`config.mk`:
```
export PLATFORM = sky130hd
export DESIGN_NAME = rsa_exp_datapath_flat
export DESIGN_NICKNAME = d
export VERILOG_FILES = /design/src/rtl/rsa_pkg.sv /design/src/rtl/rsa_exp_datapath_if.sv /design/src/rtl/mmm_serial.sv /design/src/rtl/rsa_exp_datapath.sv /design/src/flat_wrapper.sv
export SDC_FILE = /design/constraint.sdc
export NUM_CORES = 1
export LEC_CHECK = 0
export CORE_ASPECT_RATIO = 0.75
export CORE_MARGIN = 5
export CORE_UTILIZATION = 59
export DETAILED_ROUTE_END_ITERATION = 8
export PLACE_DENSITY = 0.77
export SLEW_MARGIN = 20
export SYNTH_ARGS = -nofsm -noshare
export SYNTH_HDL_FRONTEND = slang
export SYNTH_SLANG_ARGS = --single-unit
```
`constraint.sdc`:
```
create_clock -name clk -period 3.4 [get_ports clk]
set_input_delay 0.34 -clock clk [delete_from_list [all_inputs] [get_ports clk]]
set_output_delay 0.34 -clock clk [all_outputs]
set_load 0.02 [all_outputs]
```
`src/rtl/rsa_pkg.sv`:
```
// Shared operand-select encodings and Montgomery iteration count for the
// exponentiation datapath.
package rsa_pkg;

  localparam logic [1:0] SEL1_INIT = 2'b00;
  localparam logic [1:0] SEL1_MUL  = 2'b01;
  localparam logic [1:0] SEL1_OUT  = 2'b10;
  localparam logic       SEL2_INIT = 1'b0;
  localparam logic       SEL2_SQR  = 1'b1;

  // R = 2^(WIDTH+2) keeps the Montgomery output below 2M for operands below 2M
  function automatic int iter_f(input int width);
    return width + 2;
  endfunction

endpackage

```
`src/rtl/rsa_exp_datapath_if.sv`:
```
// Control/data bundle between the exponentiation controller and the datapath.
interface rsa_exp_datapath_if #(parameter int WIDTH = 8);

  logic             rst_mmm;
  logic             ld_a;
  logic             ld_r;
  logic             lock1;
  logic             lock2;
  logic [1:0]       sel1;
  logic             sel2;
  logic             eoc;
  logic [WIDTH-1:0] msg;
  logic [WIDTH-1:0] modulus;
  logic [WIDTH-1:0] r2modm;
  logic [WIDTH-1:0] result;
  logic             done;

  modport master (
    output rst_mmm, ld_a, ld_r, lock1, lock2, sel1, sel2, eoc, msg, modulus, r2modm,
    input  result, done
  );

  modport slave (
    input  rst_mmm, ld_a, ld_r, lock1, lock2, sel1, sel2, eoc, msg, modulus, r2modm,
    output result, done
  );

endinterface

```
`src/rtl/mmm_serial.sv`:
```
// Bit-serial Montgomery multiplier: s = a*b*2^-(WIDTH+2) mod m, result < 2m,
// one operand bit consumed per cycle after start.
module mmm_serial
  import rsa_pkg::*;
#(
  parameter int WIDTH = 8
) (
  input  logic             clk,
  input  logic             rst,
  input  logic             clr,
  input  logic             start,
  input  logic [WIDTH:0]   a,
  input  logic [WIDTH:0]   b,
  input  logic [WIDTH-1:0] m,
  output logic [WIDTH+1:0] s,
  output logic             ready
);

  localparam int ITER = iter_f(WIDTH);
  localparam int CW   = $clog2(ITER + 1);
  localparam logic [CW-1:0] ITER_C = CW'(ITER);

  logic [WIDTH:0]   a_q, b_q;
  logic [WIDTH+1:0] s_q;
  logic [CW-1:0]    cnt_q;
  logic [WIDTH+2:0] t, u;
  logic             q;

  // One extra bit over S so t + q*M (< 6M) never overflows
  always_comb begin
    t = {1'b0, s_q} + (a_q[0] ? {2'b00, b_q} : '0);
    q = t[0];
    u = t + (q ? {3'b000, m} : '0);
  end

  always_ff @(posedge clk) begin
    if (rst) begin
      a_q   <= '0;
      b_q   <= '0;
      s_q   <= '0;
      cnt_q <= '0;
    end else begin
      if (start) begin
        a_q <= a;
        b_q <= b;
      end
      if (clr || start) begin
        s_q   <= '0;
        cnt_q <= '0;
      end else if (cnt_q != ITER_C) begin
        s_q   <= u[WIDTH+2:1];
        a_q   <= a_q >> 1;
        cnt_q <= cnt_q + CW'(1);
      end
    end
  end

  assign s     = s_q;
  assign ready = (cnt_q == ITER_C);

endmodule

```
`src/rtl/rsa_exp_datapath.sv`:
```
// Right-to-left Montgomery exponentiation datapath: X/P registers, two serial
// multipliers, and the final reduction that produces result with a done pulse.
module rsa_exp_datapath
  import rsa_pkg::*;
#(
  parameter int WIDTH = 8
) (
  input  logic                clk,
  input  logic                rst,
  rsa_exp_datapath_if.slave   bus
);

  localparam int XW = WIDTH + 1;

  logic [XW-1:0]    x_q, x_d, p_q, p_d;
  logic [XW-1:0]    a1, b1, a2, b2;
  logic [WIDTH+1:0] s1, s2;
  logic [WIDTH-1:0] res_q, res_d;
  logic             done_q;
  logic             rdy1, rdy2;
  logic             unused_rdy;

  always_comb begin
    a1 = x_q;
    b1 = XW'(1);
    case (bus.sel1)
      SEL1_INIT: begin a1 = {1'b0, bus.r2modm}; b1 = XW'(1); end
      SEL1_MUL:  begin a1 = x_q;                b1 = p_q;    end
      default:   begin a1 = x_q;                b1 = XW'(1); end
    endcase
    if (bus.sel2 == SEL2_SQR) begin
      a2 = p_q;
      b2 = p_q;
    end else begin
      a2 = {1'b0, bus.msg};
      b2 = {1'b0, bus.r2modm};
    end
  end

  mmm_serial #(.WIDTH(WIDTH)) u_mmm1 (
    .clk(clk), .rst(rst), .clr(~bus.rst_mmm), .start(bus.ld_a),
    .a(a1), .b(b1), .m(bus.modulus), .s(s1), .ready(rdy1)
  );

  mmm_serial #(.WIDTH(WIDTH)) u_mmm2 (
    .clk(clk), .rst(rst), .clr(~bus.rst_mmm), .start(bus.ld_a),
    .a(a2), .b(b2), .m(bus.modulus), .s(s2), .ready(rdy2)
  );

  // Controller owns iteration timing; ready is kept only for debug visibility
  assign unused_rdy = &{1'b0, rdy1, rdy2};

  // x_d doubles as the X value seen by eoc, so a same-edge capture is corrected too
  always_comb begin
    x_d   = x_q;
    p_d   = p_q;
    res_d = res_q;
    if (bus.ld_r && bus.lock1) x_d = XW'(s1);
    if (bus.ld_r && bus.lock2) p_d = XW'(s2);
    if (bus.eoc)
      res_d = (x_d >= {1'b0, bus.modulus}) ? WIDTH'(x_d - {1'b0, bus.modulus})
                                           : WIDTH'(x_d);
  end

  always_ff @(posedge clk) begin
    if (rst) begin
      x_q    <= '0;
      p_q    <= '0;
      res_q  <= '0;
      done_q <= 1'b0;
    end else begin
      x_q    <= x_d;
      p_q    <= p_d;
      res_q  <= res_d;
      done_q <= bus.eoc;
    end
  end

  assign bus.result = res_q;
  assign bus.done   = done_q;

endmodule

```
`src/flat_wrapper.sv`:
```
// flat-port wrapper written by rule: the top's interface ports become plain ports
module rsa_exp_datapath_flat import rsa_pkg::*;
#(
  parameter int WIDTH = 8
)
  (clk, rst, bus_rst_mmm, bus_ld_a, bus_ld_r, bus_lock1, bus_lock2, bus_sel1, bus_sel2, bus_eoc, bus_msg, bus_modulus, bus_r2modm, bus_result, bus_done);
  rsa_exp_datapath_if #(.WIDTH(WIDTH)) bus_i ();
  input  logic clk;
  input  logic rst;
  input wire logic [$bits(bus_i.rst_mmm)-1:0] bus_rst_mmm;
  input wire logic [$bits(bus_i.ld_a)-1:0] bus_ld_a;
  input wire logic [$bits(bus_i.ld_r)-1:0] bus_ld_r;
  input wire logic [$bits(bus_i.lock1)-1:0] bus_lock1;
  input wire logic [$bits(bus_i.lock2)-1:0] bus_lock2;
  input wire logic [$bits(bus_i.sel1)-1:0] bus_sel1;
  input wire logic [$bits(bus_i.sel2)-1:0] bus_sel2;
  input wire logic [$bits(bus_i.eoc)-1:0] bus_eoc;
  input wire logic [$bits(bus_i.msg)-1:0] bus_msg;
  input wire logic [$bits(bus_i.modulus)-1:0] bus_modulus;
  input wire logic [$bits(bus_i.r2modm)-1:0] bus_r2modm;
  output wire logic [$bits(bus_i.result)-1:0] bus_result;
  output wire logic [$bits(bus_i.done)-1:0] bus_done;
  assign bus_i.rst_mmm = bus_rst_mmm;
  assign bus_i.ld_a = bus_ld_a;
  assign bus_i.ld_r = bus_ld_r;
  assign bus_i.lock1 = bus_lock1;
  assign bus_i.lock2 = bus_lock2;
  assign bus_i.sel1 = bus_sel1;
  assign bus_i.sel2 = bus_sel2;
  assign bus_i.eoc = bus_eoc;
  assign bus_i.msg = bus_msg;
  assign bus_i.modulus = bus_modulus;
  assign bus_i.r2modm = bus_r2modm;
  assign bus_result = bus_i.result;
  assign bus_done = bus_i.done;
  rsa_exp_datapath #(.WIDTH(WIDTH)) u_core (.clk(clk), .rst(rst), .bus(bus_i));
endmodule
```
## Word-level counts from Yosys, hierarchy flattened

Cells that the tools add are included.

| operators by class | value |
|---|---|
| $add $sub $neg | 7 |
| $lt $le $gt $ge | 1 |
| equality and inequality tests | 3 |
| multiplexer cells | 16 |
| bitwise operators | 1 |
| reductions and logical operators | 5 |

Operators with widths:

| operator | number |
|---|---|
| 2-to-1 mux 9 bit | 13 |
| 2-to-1 mux 8 bit | 3 |
| adder 10 x 11 -> 11 bit | 2 |
| adder 11 x 8 -> 11 bit | 2 |
| >= comparator 9 x 8 -> 1 bit | 1 |
| adder 4 x 1 -> 4 bit, second input constant | 2 |
| != test 4 bit, second input constant | 2 |
| subtractor 8 bit | 1 |
| == test 2 x 1 -> 1 bit, second input constant | 1 |
| logical AND 1 bit | 2 |
| logical NOT 2 bit | 1 |
| OR reduction 2 bit | 1 |
| logical OR 1 bit | 1 |
| NOT 1 bit | 1 |

| word-level totals | value |
|---|---|
| flip-flop bits (word level) | 91 |
| logic and storage cells | 45 |

## Logic depth before layout (Yosys ltp)

| logic depth | value |
|---|---|
| depth after elaboration | 5 |
| depth in mapped cells | 16 |

## By module

From an unflattened synthesis, not the netlist that was laid out.

| unflattened totals | value |
|---|---|
| cells, all modules | 703 |
| area, all modules | 5985.7 µm² |

Modules (own cells, without submodules):

| module | times used | cells an instance | area each (µm²) | seq. area each (µm²) |
|---|---|---|---|---|
| mmm_serial | 2 | 235 | 2082.0 | 640.6 |
| rsa_exp_datapath | 1 | 233 | 1821.7 | 540.5 |

## Worst setup path before layout

OpenSTA, ideal clock, no wires.

| timing path | value |
|---|---|
| path type | flip-flop to flip-flop |
| from | register u_core.u_mmm2.a_q[0] |
| to | register u_core.u_mmm2.s_q[8], in the netlist u_core.u_mmm2.s[8] |
| library setup time | 86 ps |
| arrival | 2865 ps |
| required time | 3314 ps |
| setup slack | 449 ps |
| cell stages (with the launch flop) | 16 |
| period minus slack after synthesis | 2951 ps |
| path through | dfxtp_1 and2_1 ha_1 inv_1 fa_1 nor2b_1 o21a_1 nor2_1 xnor2_1 ha_1 a21o_1 o211ai_1 a31oi_1 and3b_1 xnor2_1 a211oi_1 |

| on the way | value |
|---|---|
| longest elaborated chain between the ends | 4 |

RTL lines:

| item | line | source |
|---|---|---|
| from (decl) | mmm_serial.sv:23 | `logic [WIDTH:0] a_q, b_q;` |
| from (signal assigned) | mmm_serial.sv:52 | `a_q <= a_q >> 1;` |
| 2-to-1 mux 9 bit (*) | mmm_serial.sv:31 | `t = {1'b0, s_q} + (a_q[0] ? {2'b00, b_q} : '0);` |
| adder 10 x 11 -> 11 bit (*) | mmm_serial.sv:31 |  |
| 2-to-1 mux 8 bit | mmm_serial.sv:33 | `u = t + (q ? {3'b000, m} : '0);` |
| adder 11 x 8 -> 11 bit (*) | mmm_serial.sv:33 |  |
| to (signal assigned) | mmm_serial.sv:51 | `s_q <= u[WIDTH+2:1];` |
| to (decl) | mmm_serial.sv:24 | `logic [WIDTH+1:0] s_q;` |

Mark *: on every way between the ends. The rest lies on a longest branch, timed or not.
A chain may end at the register's enable or synchronous reset.

## Worst setup path after layout

Ends and elaborated chain as after synthesis.

==> flow_summary.ini <==
[synth]
syn_area_per_cell_um2 = 8.17
ys_types = 65
synth_cells = 711
synth-edff-count = 0
yosys_warnings = 0
synth_nets = 799
synthAdderAreaFrac_pct = 12.1
netlist.area_leader.share_pct = 31.4
ys_ff_latch = 91
ys_top_cells_by_area = dfxtp_1 (31%), ha_1 (10%), nor2_1 (5.9%)
syn-cell-area_um2 = 5810
synth_area_leader_cell = dfxtp_1
synth-simple-area-share_pct = 22.2
synthXorXnorAreaFrac_pct = 5.28
ys_seq_area_share_pct = 31.4
yosys-top-cells-count = dfxtp_1 (91), nor2_1 (91), a21oi_1 (66), nand2_1 (59), ha_1 (48)
muxShareOfSynthArea_pct = 4.69
ys_async_sr_fraction_pct = 0
synth_compound_area_share_pct = 20.2
synth_top_family_by_area = simple AND/OR/NAND/NOR gates
synthFlopType = dfxtp_1

[pwr]
p_per_area_nw_per_um2 = 366
peakVddDrop_mv = 0.227
finalPower_mw = 2.46
power.leakage_nw = 2.89

[clock_network]
cts_made_buffers = 9
cts_root_buf = clkbuf_16
cts_buffer_depth = 2
cts.htree.levels = 3
cts.clk_slew.worst_paths_ns = 0.07
clkSinkCount = 91
cts_tree = yes
clk_latency_ns = 0.35
cts_hold_buf = 0

[cells_and_area]
area_growth_pct = 15.9
drive_gt1_share_pct = 8.00
fin_area_um2 = 6730
antenna_cells = 0
nNetsFinal = 833

[timing]
slew_headroom_pct = 32.4
maxSlewViolCount = 0
fin_crit_sh_pct = 94.4
finalSetupViolCount = 0
timing.fmax_ghz = 0.312
whs_ns = 0.334
fin_crit_ns = 3.21
timing_hold_violations_final = 0
fin_tns_setup_ns = 0
worstMarginPinSlew_ns = 1.01
fin_ws_ns = 0.190
final.setup_skew_ns = 0.00828

[detailed_routing]
wire_per_inst_um = 18.0
drtIter0Drc = 457
drc = 0
ant_nets = 0
dr_total_vias = 5248
firstDrtPassIters = 6
wl_mm = 15.9
via_per_inst = 5.95

[place]
globalplace.congestion = 0.976
portBuffers = 43
dp_hpwl_mm = 11.9
dp_slack_ns = 0.0238
dpl-instance-area_um2 = 6350

[setup_path]
cp_max_fo = 9
crit_type = register to register
start_kind = register
crit_required_ns = 3.66
arrival_ns = 3.47
crit_path_end_kind = register

[grt]
grt_pass1_vias = 4993
track_usage_pct = 26.5
antenna_found_initial = 0
grt_max_degree = 56
grt_first_pass_wirelength_mm = 25.2
overflow = 0

[floorplanning]
start_util_pct = 60.4
core_area_um2 = 9620
rows = 31
num_io_pins = 44
dieArea_um2 = 12000
fp.dieH_um = 95.9
die_w_um = 125

[hold_path]
hold_class = primary input to register

[job]
cap_violations = 0

[status]
status = completed
[worst max-delay path, stage by stage (launching register included)]
cell and delay [ns]:
dfxtp_4 0.38, and2_1 0.13, ha_1 0.18, inv_1 0.07, fa_2 0.36, nor2b_2 0.15
o21a_1 0.12, nor2_1 0.04, xnor2_1 0.24, ha_1 0.29, a21o_1 0.19, o211ai_1 0.26
a31oi_1 0.13, and3b_1 0.20, xnor2_1 0.13, a211oi_2 0.23
[flip-flops by register name, indices dropped and copies added, names as in the netlist]
| name | flops |
|---|---|
| u_core.bus.result | 8 |
| u_core.u_mmm2.a_q | 9 |
| u_core.u_mmm1.cnt_q | 4 |
| u_core.u_mmm2.cnt_q | 4 |
| u_core.p_q | 9 |
| u_core.u_mmm2.s | 10 |
| u_core.u_mmm1.a_q | 9 |
| u_core.x_q | 9 |
| u_core.u_mmm1.b_q | 9 |
| u_core.u_mmm2.b_q | 9 |
| u_core.bus.done | 1 |
| u_core.u_mmm1.s | 10 |
[layout by cell type, fill, tap and decap left out, types with 26 or more instances in the layout]
master           instances
a211oi_1                28
a21oi_1                 65
and2_1                  33
clkdlybuf4s50_1         42
dfxtp_1                 89
ha_1                    46
inv_1                   32
nand2_1                 59
nor2_1                  91
xnor2_1                 26
[power by group]
| part | leakage, nW | internal, mW | total [mW] | switching (mW) |
|---|---|---|---|---|
| sequential | 0.740 | 1.09 | 1.11 | 0.0170 |
| clock | 0.158 | 0.653 | 1.10 | 0.452 |
| combinational | 1.99 | 0.109 | 0.253 | 0.143 |
| total | 2.89 | 1.85 | 2.46 | 0.612 |
[routing by layer]
metal	vias to the layer above	global-route usage (%)	share of wire (%)
met1	2499	35.5	47
met5	-	0	0
met4	0	7.76	1.5
met2	151	43.8	46
met3	21	5.44	5.7
li1	2577	-	-
[what timing repair did]
item / CTS / global route
setup buffers: 0 / 2
endpoints found under the setup margin: 1 / 6
hold endpoints to repair: 0 / 0
gates resized for setup: 1 / 13
pin swaps: 0 / 3
[stage by stage]
step	std cells	utilization, %
after floorplan	711	-
after global placement	864	66.0
after detailed placement	864	66.0
after CTS	880	69.5
after global routing	882	70.0
final	882	70.0
[layout make-up]
type / instances / area (um2)
Timing Repair Buffer: 55 / 515
Clock inverter: 6 / 95.1
Clock buffer: 10 / 229
Inverter: 32 / 120
Fill cell: 806 / 2890
Multi-Input combinational cell: 556 / 3780
Tap cell: 132 / 165
Sequential cell: 91 / 1830
[logic make-up (layout without fill, tap and decap cells)]
family | after synthesis | in the layout
AND/OR/NAND/NOR | 263 | 263
AO/OA/AOI/OAI | 178 | 178
flip-flops | 91 | 91
buffers and inverters | 64 | 103
adder cells (fa/ha/maj) | 53 | 53
XOR/XNOR | 35 | 35
multiplexers | 27 | 27
[path summary, 6_finish.rpt]
kind / start / slack (ns) / cells after the start / end
worst min register to register: u_core.u_mmm1.s[9] / 0.49 / 2 / u_core.u_mmm1.s[9]
worst min-delay path: rst / 0.33 / 2 / u_core.bus.result[7]
worst max register to register: u_core.u_mmm2.a_q[0] / 0.19 / 15 / u_core.u_mmm2.s[8]
worst max-delay path: u_core.u_mmm2.a_q[0] / 0.19 / 15 / u_core.u_mmm2.s[8]
(Power assumes the default switching activity.)
